<file path="config.mk">
export PLATFORM = sky130hd
export DESIGN_NAME = lane_drain_sequencer_flat
export DESIGN_NICKNAME = d
export VERILOG_FILES = /design/src/rtl/lane_drain_sequencer_if.sv /design/src/rtl/lane_drain_sequencer.sv /design/src/flat_wrapper.sv
export SDC_FILE = /design/constraint.sdc
export NUM_CORES = 1
export LEC_CHECK = 0
export BUFFER_PORTS_ARGS = -buffer_cell sky130_fd_sc_hd__buf_4
export CAP_MARGIN = 20
export CELL_PAD_IN_SITES_DETAIL_PLACEMENT = 1
export CELL_PAD_IN_SITES_GLOBAL_PLACEMENT = 2
export CORE_ASPECT_RATIO = 0.5
export CORE_UTILIZATION = 34
export DETAILED_ROUTE_END_ITERATION = 16
export PLACE_DENSITY = 0.95
export SYNTH_ARGS = -nofsm -noshare
export SYNTH_HDL_FRONTEND = slang
export SYNTH_SLANG_ARGS = --single-unit
</file>
<file path="constraint.sdc">
create_clock -name clk -period 6.17 [get_ports clk]
set_input_delay 1.234 -clock clk [delete_from_list [all_inputs] [get_ports clk]]
set_output_delay 1.234 -clock clk [all_outputs]
set_load 0.02 [all_outputs]
</file>
<file path="src/rtl/lane_drain_sequencer_if.sv">
// Output stream of the lane drain sequencer: one 32-bit lane word per beat,
// valid/ready handshake, lane index and last-beat marker travel with the word.
interface lane_drain_sequencer_if;
    logic        out_valid;
    logic        out_ready;
    logic [31:0] out_data;
    logic [31:0] out_lane;
    logic        out_last;

    // Sequencer side drives the beat, consumer drives ready.
    modport master (
        output out_valid,
        output out_data,
        output out_lane,
        output out_last,
        input  out_ready
    );

    modport slave (
        input  out_valid,
        input  out_data,
        input  out_lane,
        input  out_last,
        output out_ready
    );
endinterface

</file>
<file path="src/rtl/lane_drain_sequencer.sv">
// Lane drain sequencer: captures a K x 32 b vector on start and emits its lanes
// one per beat, starting at first_lane and wrapping modulo K, for
// min(lane_count, K) beats, then pulses done for one cycle.
// Optional feature macro LANE_DRAIN_STRIDE_EN adds a lane_stride input; the
// lane step becomes (stride mod K), with 0 forced to 1. Without it the step is 1.
// All outputs are registered; out_lane also feeds a shared lane-select mux.
module lane_drain_sequencer #(
    parameter int unsigned K = 8
) (
    input  logic                 clk,
    input  logic                 reset,
    input  logic                 start,
    input  logic [31:0]          first_lane,
    input  logic [31:0]          lane_count,
    input  logic [32*K-1:0]      vdata_in,
`ifdef LANE_DRAIN_STRIDE_EN
    input  logic [31:0]          lane_stride,
`endif
    output logic                 busy,
    output logic                 done,
    lane_drain_sequencer_if.master stream
);

    localparam logic [31:0] KW = 32'(K);

    typedef enum logic [1:0] {StIdle, StRun, StDone} state_e;

    state_e            state_q;
    logic [32*K-1:0]   vec_q;
    logic [31:0]       lane_q;
    logic [31:0]       rem_q;
    logic [31:0]       step;
    logic [31:0]       start_lane;
    logic [31:0]       start_rem;
    logic [31:0]       next_lane;

    // Select one 32-bit lane; indices >= K never reach here.
    function automatic logic [31:0] pick(input logic [32*K-1:0] v, input logic [31:0] idx);
        logic [31:0] w;
        w = '0;
        for (int unsigned i = 0; i < K; i++) begin
            if (idx == 32'(i)) begin
                w = v[32*i +: 32];
            end
        end
        return w;
    endfunction

`ifdef LANE_DRAIN_STRIDE_EN
    logic [31:0] step_q;
    logic [31:0] start_step;

    // Stride reduced modulo K; a zero step would stall on one lane, so use 1.
    always_comb begin
        start_step = lane_stride % KW;
        if (start_step == '0) begin
            start_step = 32'd1;
        end
    end

    assign step = step_q;
`else
    assign step = 32'd1;
`endif

    // Start-time lane/count clamping and the wrapped next lane index.
    always_comb begin
        start_lane = (first_lane < KW) ? first_lane : '0;
        start_rem  = (lane_count > KW) ? KW : lane_count;
        next_lane  = lane_q + step;
        if (next_lane >= KW) begin
            next_lane = next_lane - KW;
        end
    end

    // Sequencer FSM with registered outputs; synchronous active-low reset wins.
    always_ff @(posedge clk) begin
        if (!reset) begin
            state_q          <= StIdle;
            vec_q            <= '0;
            lane_q           <= '0;
            rem_q            <= '0;
            busy             <= 1'b0;
            done             <= 1'b0;
            stream.out_valid <= 1'b0;
            stream.out_data  <= '0;
            stream.out_lane  <= '0;
            stream.out_last  <= 1'b0;
`ifdef LANE_DRAIN_STRIDE_EN
            step_q           <= 32'd1;
`endif
        end else begin
            unique case (state_q)
                StIdle: begin
                    done <= 1'b0;
                    if (start) begin
                        vec_q           <= vdata_in;
                        lane_q          <= start_lane;
                        rem_q           <= start_rem;
                        busy            <= 1'b1;
                        stream.out_lane <= start_lane;
                        stream.out_data <= pick(vdata_in, start_lane);
`ifdef LANE_DRAIN_STRIDE_EN
                        step_q          <= start_step;
`endif
                        if (lane_count == '0) begin
                            state_q          <= StDone;
                            done             <= 1'b1;
                            stream.out_valid <= 1'b0;
                            stream.out_last  <= 1'b0;
                        end else begin
                            state_q          <= StRun;
                            stream.out_valid <= 1'b1;
                            stream.out_last  <= (start_rem == 32'd1);
                        end
                    end
                end
                StRun: begin
                    // out_valid is always high here, so ready alone means transfer.
                    if (stream.out_ready) begin
                        rem_q           <= rem_q - 32'd1;
                        lane_q          <= next_lane;
                        stream.out_lane <= next_lane;
                        stream.out_data <= pick(vec_q, next_lane);
                        if (stream.out_last) begin
                            state_q          <= StDone;
                            done             <= 1'b1;
                            stream.out_valid <= 1'b0;
                            stream.out_last  <= 1'b0;
                        end else begin
                            stream.out_last <= (rem_q == 32'd2);
                        end
                    end
                end
                StDone: begin
                    state_q <= StIdle;
                    done    <= 1'b0;
                    busy    <= 1'b0;
                end
                default: begin
                    state_q <= StIdle;
                end
            endcase
        end
    end

endmodule

</file>
<file path="src/flat_wrapper.sv">
// flat-port wrapper written by rule: the top's interface ports become plain ports
module lane_drain_sequencer_flat 
#(
    parameter int unsigned K = 8
)
  (clk, reset, start, first_lane, lane_count, vdata_in, busy, done, stream_out_valid, stream_out_data, stream_out_lane, stream_out_last, stream_out_ready);
  lane_drain_sequencer_if stream_i ();
  input  logic clk;
  input  logic reset;
  input  logic start;
  input  logic [31:0] first_lane;
  input  logic [31:0] lane_count;
  input  logic [32*K-1:0] vdata_in;
  output logic busy;
  output logic done;
  output wire logic [$bits(stream_i.out_valid)-1:0] stream_out_valid;
  output wire logic [$bits(stream_i.out_data)-1:0] stream_out_data;
  output wire logic [$bits(stream_i.out_lane)-1:0] stream_out_lane;
  output wire logic [$bits(stream_i.out_last)-1:0] stream_out_last;
  input wire logic [$bits(stream_i.out_ready)-1:0] stream_out_ready;
  assign stream_out_valid = stream_i.out_valid;
  assign stream_out_data = stream_i.out_data;
  assign stream_out_lane = stream_i.out_lane;
  assign stream_out_last = stream_i.out_last;
  assign stream_i.out_ready = stream_out_ready;
  lane_drain_sequencer #(.K(K)) u_core (.clk(clk), .reset(reset), .start(start), .first_lane(first_lane), .lane_count(lane_count), .vdata_in(vdata_in), .busy(busy), .done(done), .stream(stream_i));
endmodule
</file>
After elaboration in Yosys (flattened, before gate mapping)
Cells that the tools add are included.
{"block": "word_totals", "ff_bits": 358, "input_bits": 324, "word_cells": 99}
{"block": "classes", "n_reduce_logical": 13, "n_addsub": 3, "muxes": 50, "order_cmp": 3, "eq_ne": 21}
{"op": "$mux 32", "n": 25}
{"op": "$eq 32x3->1 const B", "n": 8}
{"op": "$pmux 32 s2", "n": 3}
{"op": "$eq 32x2->1 const B", "n": 5}
{"op": "$eq 32x1->1 const B", "n": 3}
{"op": "$logic_not 32->1", "n": 3}
{"op": "$add 32x1->32 const B", "n": 1}
{"op": "$ge 32x4->1 const B", "n": 1}
{"op": "$gt 32x4->1 const B", "n": 1}
{"op": "$lt 32x4->1 const B", "n": 1}
{"op": "$sub 32x1->32 const B", "n": 1}
{"op": "$sub 32x4->32 const B", "n": 1}
{"op": "$mux 1", "n": 13}
{"op": "$reduce_and 3->1", "n": 3}
{"op": "$mux 2", "n": 4}
{"op": "$pmux 1 s2", "n": 3}
{"op": "$ne 2x2->1 const B", "n": 2}
{"op": "$pmux 2 s2", "n": 1}
{"op": "$reduce_and 2->1", "n": 2}
{"op": "$reduce_and 4->1", "n": 1}
{"op": "$reduce_bool 2->1", "n": 2}
{"op": "$pmux 1 s3", "n": 1}
{"op": "$reduce_bool 3->1", "n": 1}
{"op": "$eq 2x1->1 const B", "n": 1}
{"op": "3 further kinds", "n": 3}

Longest topological paths before layout
{"block": "depth", "ltp_word": 14, "mapped_depth": 17, "ltp_nobuf": 15}

Worst setup path after synthesis
OpenSTA, ideal clock, no wires.
{"block": "synth_timing", "kind": "register to register", "start": "register, netlist name u_core.stream.out_lane[0]", "end": "register u_core.stream.out_data[13]", "period_less_slack_ns": 4.094, "setup_slack_ns": 2.076, "arrival_ns": 4.027, "required_ns": 6.103, "path_stages_with_launch": 18, "cell_sequence": "dfxtp_1 > ha_1 > and3_4 > buf_6 > and2_4 > buf_6 > o32a_4 > or4_1 > buf_2 > a211o_4 > or4_4 > buf_6 > o41ai_1 > a21oi_1 > nor4_4 > buf_6 > a41oi_2 > o21ai_2"}
{"item": "to (signal assigned)", "line_no": "lane_drain_sequencer.sv:102", "source": "stream.out_data <= pick(vdata_in, start_lane);"}
{"item": "to (signal assigned)", "line_no": "lane_drain_sequencer.sv:124", "source": "stream.out_data <= pick(vec_q, next_lane);"}
{"item": "to (decl)", "line_no": "lane_drain_sequencer_if.sv:13", "source": "output out_data,"}

==> out/qor.csv <==
metric;value;unit
Yosys top cell area share;36.14;%
IO Port Bufs;391;
Detail Route Antenna Nets;0;
multi-input logic area;0.01160;mm²
final cycle utilization of the critical path;85.37;%
Critical Path Start;u_core.stream.out_lane[0]$_SDFFE_PN0P_;
GRT Residual Overflow;0;
Util after Layout;42.48;%
Reg clk slew, reported paths;70;ps
sequential share of the synthesized area;36.14;%
area of the core;0.05748;mm²
Num CTS Buffers;38;
compound-gate portion of the synthesized area;28.52;%
Startpoint Class;flip-flop;
Syn Area/Cell;7.389;µm²
r2r setup slk;900;ps
Ys Warns;0;
WS Path Type;flip-flop to flip-flop;
Worst EP arrival;5750;ps
worst IR drop on VDD;0.001376;V
post-CTS sizing;0;
critical path endpoint category;flip-flop;
GRT Total Usage;28.01;%
CTS H-tree depth;2;
P_int;7.354;mW
Worst-Margin Slew;1077;ps
worst r2r src;u_core.stream.out_lane[0]$_SDFFE_PN0P_;
first-pass GRT wire length;129.8;mm
Switch Pwr;8.216;mW
power per cell area;637.6;mW/mm²
IO Count;392;
most common cell in the netlist;nand2_1;
ys flop type;dfxtp_1;
clk sinks;358;
FF-to-FF End;u_core.stream.out_data[0]$_SDFFE_PN0P_;
final setup fails;0;
post-synthesis cell type count;78;
Final Hold Viols;0;
Synth Area in XOR/XNOR;2.208;%
Fmax;189.8;MHz
Starting Density;34.50;%
Avg Vias per Cell;5.814;
placement row count;62;
nets;3256;
CP max FO;32;
Total Power;15.57;mW
detailed placement HPWL;60.04;mm
Syn Nets;3019;
total negative slack;0;ps
Slew Limit Fails;0;
Area Growth Syn to Fin;23.14;%
deepest clock path buffer count;3;
WL final;85.85;mm
largest net degree at the start of global routing;175;
Synth top cells by count;639 x nand2_1, 442 x a21oi_1, 358 x dfxtp_1;
number of global-route vias before repair;21831;
mux share of post-synthesis cell area;3.880;%
largest cells by area after synthesis;dfxtp_1 36%, nand2_1 12%, a21oi_1 11%, clkbuf_1 3.6%, o21ai_0 2.6%;
Die X-Extent;343.6;µm
vias post-DR;21606;
Clk network pwr share;15.0;%
Die Y;172.8;µm
Slew headroom;28.22;%
share of power burned in combinational logic;63.1;%
switching part of the total;52.77;%
status;finished clean;
initial antenna violation count;1;
wire length per cell;23.10;µm
unrepaired setup endpoints after global routing;false;
Post-Synth Adder-Cell Area;0.6940;%
cell leakage power;9.459;nW
FF-to-FF path depth;14;
ANT cells;0;
Pre-antenna DRT Iters;7;
drt drc;0;
setup bufs post-CTS;0;
Reg power frac;21.9;%
Min-Delay Path Class;flip-flop to flip-flop;
GPL Wtd Cong;0.8882;
worst hold start;u_core.vec_q[4]$_SDFFE_PN0P_;
FFs w/ async S/R, synth;0;%
Post-synth EDFFs;0;
post-synthesis cell count;2684;
Root Driver;clkbuf_16;
Worst EP required;6650;ps
CTS tree;yes;
Yosys top cell by area;dfxtp_1;
layout cells sized above 1;19.98;%
skew final;24.17;ps
Reg area;0.007167;mm²
max cap viols;0;
die area;0.05936;mm²
worst setup path endpoint;u_core.stream.out_data[0]$_SDFFE_PN0P_;
Mapped Area;0.01983;mm²
fin crit period;5268;ps
clk_lat worst skew;570;ps
Hold-fix buffers, CTS;0;
Initial DRC Count;1729;
#FFs+latches synth;358;
simple-gate share of the synthesized area;22.78;%
largest family of logic cells by synthesized area;compound AO/OA/AOI/OAI gates;
fill count;7114;
layout make-up:
cell class / instances / share of cell area [%]
sequential: 358 / 29.35
tap: 768 / 3.935
clock buffer: 53 / 4.458
multi-input combinational: 2043 / 47.50
clock inverter: 14 / 0.5329
inverter: 43 / 0.6917
timing repair buffer: 437 / 13.54
state kept, by name (all words and copies together) (netlist names):
| register | count |
|---|---|
| u_core.state_q | 2 |
| u_core.stream.out_last | 1 |
| u_core.stream.out_data | 32 |
| u_core.stream.out_valid | 1 |
| u_core.busy | 1 |
| u_core.rem_q | 32 |
| u_core.vec_q | 256 |
| u_core.done | 1 |
| u_core.stream.out_lane | 32 |
placed cells by master, fill, tap and decap left out, types with 42 or more instances in the layout:
cell / synthesis / final
mux2i_1: 42 / 42
nor3_1: 44 / 43
nand2_1: 639 / 638
nor2_1: 113 / 107
a22oi_1: 48 / 48
a21oi_1: 442 / 441
a22o_1: 55 / 55
and3_1: 43 / 43
buf_4: 2 / 435
nor4_1: 42 / 42
o21ai_0: 104 / 104
dfxtp_1: 358 / 358
stage by stage:
stage	area [µm²]	hold WS [ps]	cells	worst slack [ps]
finish	24420	453.7	3716	902.4
global route	24420	465.4	3716	582.4
CTS	24420	453.7	3716	980.9
detailed placement	23200	444.9	3649	1025
global placement	23200	437.7	3649	1224
floorplan	19830	431.9	2684	2076
cell families after synthesis:
| group | after synthesis |
|---|---|
| xor gates and xnor gates | 50 |
| DFF | 358 |
| muxes | 73 |
| AOI/OAI and AO/OA | 893 |
| adders and majority gates | 11 |
| and+or+nand+nor | 1016 |
| buffers and inverters | 283 |
power groups by stage:
stage                     Combinational [mW]  Sequential [mW]  Clock [mW]
after floorplan                         7.28             3.29           0
after global placement                  9.53             3.42           0
after detailed placement                9.67             3.45           0
after CTS                               9.73             3.40        2.37
after global routing                    10.5             3.47        2.47
final                                   9.83             3.41        2.33
per-layer routing:
metal	global-route usage [%]	vias to the layer above	part of all wire [%]
li1	-	10063	-
met5	0	-	0
met3	3.320	210	4.4
met2	49.09	649	50
met1	33.11	10684	40
met4	15.69	0	6.0
worst max-delay path, stage by stage (launching register included):
cell       delay (ps)
dfxtp_1           500
ha_1              620
nand3_1           440
or3_1             530
o31ai_4           380
nand4_2           210
a211o_4           410
nor4_2            210
buf_4             290
a221o_1           150
o2111ai_1         160
nor4_4            350
buf_4             490
a41oi_1           190
o21ai_0           230
worst min-delay path by stage:
| stage | to | cells past startpoint |
|---|---|---|
| 2_1_floorplan | u_core.vec_q[0]$_SDFFE_PN0P_ | 2 |
| 3_3_place_gp | u_core.stream.out_data[2]$_SDFFE_PN0P_ | 2 |
| 3_5_place_dp | u_core.vec_q[4]$_SDFFE_PN0P_ | 2 |
| 4_1_cts | u_core.vec_q[4]$_SDFFE_PN0P_ | 2 |
| 5_1_grt | u_core.vec_q[219]$_SDFFE_PN0P_ | 2 |
| 6_report | u_core.vec_q[4]$_SDFFE_PN0P_ | 2 |
No activity file was read; power rests on OpenSTA's default activity.
